[config.mk]
export PLATFORM = sky130hd
export DESIGN_NAME = alu_result_arbiter
export DESIGN_NICKNAME = d
export VERILOG_FILES = /design/src/rtl/alu_result_arbiter.sv
export SDC_FILE = /design/constraint.sdc
export NUM_CORES = 1
export LEC_CHECK = 0
export ABC_AREA = 1
export CAP_MARGIN = 20
export CORE_ASPECT_RATIO = 0.5
export CORE_UTILIZATION = 40
export CTS_BUF_LIST = sky130_fd_sc_hd__clkbuf_16
export CTS_CLUSTER_SIZE = 10
export DETAILED_ROUTE_END_ITERATION = 12
export GPL_TIMING_DRIVEN = 0
export PLACE_DENSITY = 0.82
export SLEW_MARGIN = 20
export SYNTH_ARGS = -nofsm -noshare
export SYNTH_HDL_FRONTEND = slang
export SYNTH_SLANG_ARGS = --single-unit
[constraint.sdc]
create_clock -name clk -period 3 [get_ports clk]
set_input_delay 0.75 -clock clk [delete_from_list [all_inputs] [get_ports clk]]
set_output_delay 0.75 -clock clk [all_outputs]
set_load 0.01 [all_outputs]
[src/rtl/alu_result_arbiter.sv]
// Round-robin arbiter/sequencer for the shared 8-input ALU result mux.
// Grants one requester, captures the mux output and presents it downstream with valid/ready.
module alu_result_arbiter #(
  parameter int W = 64
) (
  input  logic         clk,
  input  logic         rst,
  input  logic [7:0]   req,
  output logic [7:0]   ack,
  output logic [2:0]   sel,
  input  logic [W-1:0] mux_out,
  output logic [W-1:0] res_data,
  output logic [2:0]   res_src,
  output logic         res_valid,
  input  logic         res_ready,
  output logic         busy
);

  localparam int N = 8;

  typedef enum logic [1:0] {IDLE, SEL, HOLD} state_t;

  state_t       state, state_nxt;
  logic [2:0]   ptr;
  logic [2:0]   win;
  logic [2:0]   off;
  logic [15:0]  dbl;
  logic [7:0]   rot;
  logic         has_req;
  logic         sel_ld;
  logic         cap;

  assign has_req = |req;

  // Rotate so that bit 0 is the ptr position; the lowest set bit is the winner.
  always_comb begin
    dbl = {req, req} >> ptr;
    rot = dbl[7:0];
    off = '0;
    for (int k = N-1; k >= 0; k--) begin
      if (rot[k]) off = 3'(k);
    end
    win = ptr + off;
  end

  always_comb begin
    state_nxt = state;
    sel_ld    = 1'b0;
    cap       = 1'b0;
    case (state)
      IDLE: begin
        if (has_req) begin
          sel_ld    = 1'b1;
          state_nxt = SEL;
        end
      end
      SEL: begin
        // A requester that dropped its request before capture simply loses the slot.
        if (req[sel]) begin
          cap       = 1'b1;
          state_nxt = HOLD;
        end else begin
          state_nxt = IDLE;
        end
      end
      HOLD: begin
        if (res_ready) begin
          if (has_req) begin
            sel_ld    = 1'b1;
            state_nxt = SEL;
          end else begin
            state_nxt = IDLE;
          end
        end
      end
      default: state_nxt = IDLE;
    endcase
  end

  for (genvar i = 0; i < N; i++) begin : g_ack
    assign ack[i] = cap && (sel == 3'(i));
  end

  assign busy      = (state != IDLE);
  assign res_valid = (state == HOLD);

  always_ff @(posedge clk) begin
    if (rst) begin
      state    <= IDLE;
      sel      <= '0;
      ptr      <= '0;
      res_data <= '0;
      res_src  <= '0;
    end else begin
      state <= state_nxt;
      if (sel_ld) sel <= win;
      if (cap) begin
        res_data <= mux_out;
        res_src  <= sel;
        ptr      <= sel + 3'd1;
      end
    end
  end

endmodule

; ---- After elaboration in Yosys (flattened, before gate mapping)
; Index checks and enable logic that the tools add are counted.
[classes]
n_addsub = 2
n_eq_ne = 11
magnitude_cmp = 1
shift = 1
muxes = 20
n_reduce_logical = 13
[ops]
columns = operator, count
row1 = $mux W3, 8
row2 = $shr A16 B3 Y8, 1
row3 = $eq A3 B3 Y1 const B, 4
row4 = $logic_and A1 B1 Y1, 8
row5 = $reduce_or A8 Y1, 1
row6 = $eq A3 B2 Y1 const B, 2
row7 = $mux W1, 6
row8 = $mux W2, 3
row9 = $pmux W2 S3, 1
row10 = $lt A3 B4 Y1 const B, 1
row11 = $add A3 B1 Y3 const B, 1
row12 = $add A3 B3 Y3, 1
row13 = $bmux W1 S3, 1
row14 = $eq A3 B1 Y1 const B, 1
row15 = $logic_not A3 Y1, 1
row16 = $eq A2 B1 Y1 const B, 1
row17 = $eq A2 B2 Y1 const B, 1
row18 = $logic_not A2 Y1, 1
row19 = $ne A2 B1 Y1 const B, 1
row20 = $ne A2 B2 Y1 const B, 1
row21 = $pmux W1 S2, 1
row22 = $reduce_and A2 Y1, 1
row23 = $reduce_bool A2 Y1, 1
[word_totals]
word_cells = 53
reg_bits = 75
inputBits = 75

; ---- Depth between registers and ports, before layout
[depth]
word_depth = 10
mapped_depth = 21

; ---- Worst setup path after synthesis
; Ideal clock, no wire load.
[synth_path]
path_type = input to register
start = input req[5]
end = register sel[2]
setup_ns = 0.113
arrival_ns = 2.359
setup_slack_ns = 0.528
path_buffers = 0
path_stages = 19
cell_sequence = nand2_1 nand3_1 nand2_1 nand2_1 nand2_1 nand2_1 nand2_1 nand2_1 nand2_1 nand2_1 a21oi_1 ha_1 inv_1 fa_1 xor2_1 inv_1 nand3_1 nand3_1 nand2_1
[synth_between]
elab_chain_len = 10
elab_cells_between_ends = 14
[synth_rtl]
columns = element, line
row1 = start: declaration, 8  ; input logic [7:0] req,
row2 = $shr A16 B3 Y8, 37  ; dbl = {req, req} >> ptr;
row3 = $mux W3 (8 in a row), 41  ; if (rot[k]) off = 3'(k);
row4 = $add A3 B3 Y3, 43  ; win = ptr + off;
row5 = end signal: assignment, 96  ; if (sel_ld) sel <= win;
row6 = end: declaration, 10  ; output logic [2:0] sel,
; Several ways; a longest one is shown, not always the timed one.
; A chain may end at the register's enable or synchronous reset.

; ---- Worst setup path after layout
[layout_path]
start = input req[1]
end = output ack[1]
[layout_between]
elab_chain_len = 5
[layout_rtl]
columns = element, line
row1 = $bmux W1 S3, 59  ; if (req[sel]) begin
row2 = $mux W1 (not written as such), 59
row3 = $mux W1, 59
row4 = $mux W1, 50  ; case (state)
row5 = $logic_and A1 B1 Y1, 81  ; assign ack[i] = cap && (sel == 3'(i));
row6 = end: declaration, 9  ; output logic [7:0] ack,
; Every way passes these cells. The select of a mux whose other input is x is not followed.

==> impl_metrics.toml <==
[floorplan]
die_area_mm2 = 0.00895
die_h_um = 67.4
num_rows = 23
chipWidth_um = 133
io_pins = 155
core_mm2 = 0.00814
start_util = 0.420

[route]
drtAntennaViolNets = 0
drt_drc_violations_left = 0
drtIter0Drc = 186
vias = 3593
first_pass_iters = 5
wl_per_cell_um = 14.4
drt_wl_total_um = 10800
avgViaCountPerCell = 4.82

[synthesis]
synth_warnings = 0
synth-seq-cells = 75
synth_top_area_cell = "dfxtp_1"
yosysTopAreaCellShare = 0.439
yosysSeqAreaShare = 0.439
postSynthCellCount = 461
synth_edf_count = 0
synthDistinctLibCells = 25
async_flop_share = 0
synth_area_mm2 = 0.00342
synthTopCellsByArea = "dfxtp_1 (44%), a21oi_1 (9.6%), inv_1 (9.2%)"
syn_nets = 544
ys.flop_type = "dfxtp_1"
syn_avg_cell_area_um2 = 7.43

[power]
finalPower_uw = 4530
power_leakage_uw = 0.00218
irDropWorstVdd_mv = 0.398
power_density_mw_per_mm2 = 830

[worst_hold_path]
hold_class = "reg2reg"

[sta]
slew_headroom = 0.692
fin_ws_ns = 0.0554
finalHoldViolations = 0
hold_ws_ns = 0.442
setup_viol = 0
clock_skew_ns = 0.00445
period_needed_ns = 2.94
slew_viol_final = 0
max_freq_mhz = 340
tightest_slew_ns = 0.463
period_share = 0.982

[critical_path]
cp_data_arrival_time_ns = 2.19
crit_required_ns = 2.25
critPathCaptureType = "output port"
cp-start-kind = "primary input"
cp_max_fo = 10
worst-setup-path-type = "in2out"

[placed_design]
pre_cts_ws_ns = -0.572
io_buffers = 154
hpwlAfterDp_um = 7590
gp_congestion = 0.793
dp_cells = 727

[grt]
grt_pass1_vias = 3472
antenna_found_initial = 0
grtUsageTotal = 0.241
grt_max_degree = 14
grt_pass1_wl_um = 17000
grt_overflow_total = 0

[finish]
nFillCells = 613
finalNetCount = 712
synthToLayoutAreaGrowth_pct = 59.4
diodes = 0
layout-drive-gt1-share = 0.0915
final_cell_mix = "clkdlybuf4s50_1 (138), inv_1 (84), dfxtp_1 (75)"
final_common_cell = "clkdlybuf4s50_1"
final_util = 0.670
final_cells = 746

[clock_network]
cts-buffers-inserted = 9
cts_num_sinks = 75
path_clk_slew_ns = 0.06
cts_tree = "done"
clockRootBuffer = "clkbuf_16"
clk-insertion-delay-late_ns = 0.33
cts_max_level = 3
hold_buffers = 0
cts_max_path_buffers = 2

[run]
cap_violations = 0

[status]
status = "completed"
final timing paths:
kind                      from      endpoint  slack, ns  cells after the start
setup / recovery        req[1]        ack[1]       0.06                      8
setup reg to reg        ptr[0]        sel[2]       0.40                     20
hold / removal    res_data[27]  res_data[27]       0.44                      2
hold reg to reg   res_data[27]  res_data[27]       0.44                      2
metal layers:
| layer | GRT usage | vias up | wire length (um) | part of all wire |
|---|---|---|---|---|
| met4 | 0.0991 | 0 | 321 | 0.030 |
| met5 | 0 | - | 0 | 0 |
| met1 | 0.285 | 1655 | 4580 | 0.42 |
| met2 | 0.432 | 89 | 5470 | 0.51 |
| met3 | 0.0556 | 31 | 411 | 0.038 |
| li1 | - | 1818 | - | - |
flip-flops by register name, indices dropped and copies added, names as in the netlist:
| register | count |
|---|---|
| ptr | 3 |
| res_src | 3 |
| state | 2 |
| res_data | 64 |
| sel | 3 |
layout make-up:
type                    count  area (um2)  share of cell area
clock inverters             7         116              0.0213
clock buffers               9         225              0.0413
well taps                 112         140              0.0257
repair buffers            157        1550               0.284
flip-flops and latches     75        1500               0.275
inverters                  88         330              0.0605
plain buffers              25         171              0.0314
multi-input cells         273        1420               0.261
cells in the mapped netlist, types with 2 or more instances:
library cell	instances
buf_6	8
o21ai_1	12
clkbuf_1	8
nor2_1	17
inv_1	84
nand2_1	60
buf_2	8
o211ai_2	2
ha_1	7
a21oi_1	66
a21oi_2	9
nor3_2	3
nand3_1	27
nor4_1	2
o21ai_0	62
dfxtp_1	75
inv_2	3
kinds of logic (layout without fill, tap and decap cells):
group                    Yosys count  after routing  share of synthesized area
XOR/XNOR                           1              1                    0.00256
flip-flops                        75             75                      0.439
AND/OR/NAND/NOR                  112            112                      0.145
adder cells (fa/ha/maj)            8              8                     0.0314
buffers and inverters            113            286                      0.145
AO/OA/AOI/OAI                    152            152                      0.237
worst max-delay path: stages:
cell             delay, ns
dlygate4sd2_1         0.30
o21ai_1               0.11
o211ai_2              0.21
nand3_4               0.13
buf_8                 0.17
buf_6                 0.15
nor3_2                0.11
clkdlybuf4s15_2       0.25
what timing repair did:
item | 4_1_cts | 5_1_grt
buffers inserted | 2 | 1
gates resized for setup | 29 | 3
setup endpoints to repair | 8 | 4
pin swaps | 3 | 2
stage by stage:
step	setup TNS [ns]	instance area (um2)
2_1_floorplan	0	3420
4_1_cts	0	5450
6_report	0	5460
5_1_grt	-0.000987	5460
3_5_place_dp	-4.16	5100
3_3_place_gp	-4.07	5100
power breakdown:
group	internal, uW	switching, uW	total (uW)
clock network	811	431	1240
registers	1260	165	1420
logic	893	967	1860
Note: power is estimated with default switching activity, not from simulation.
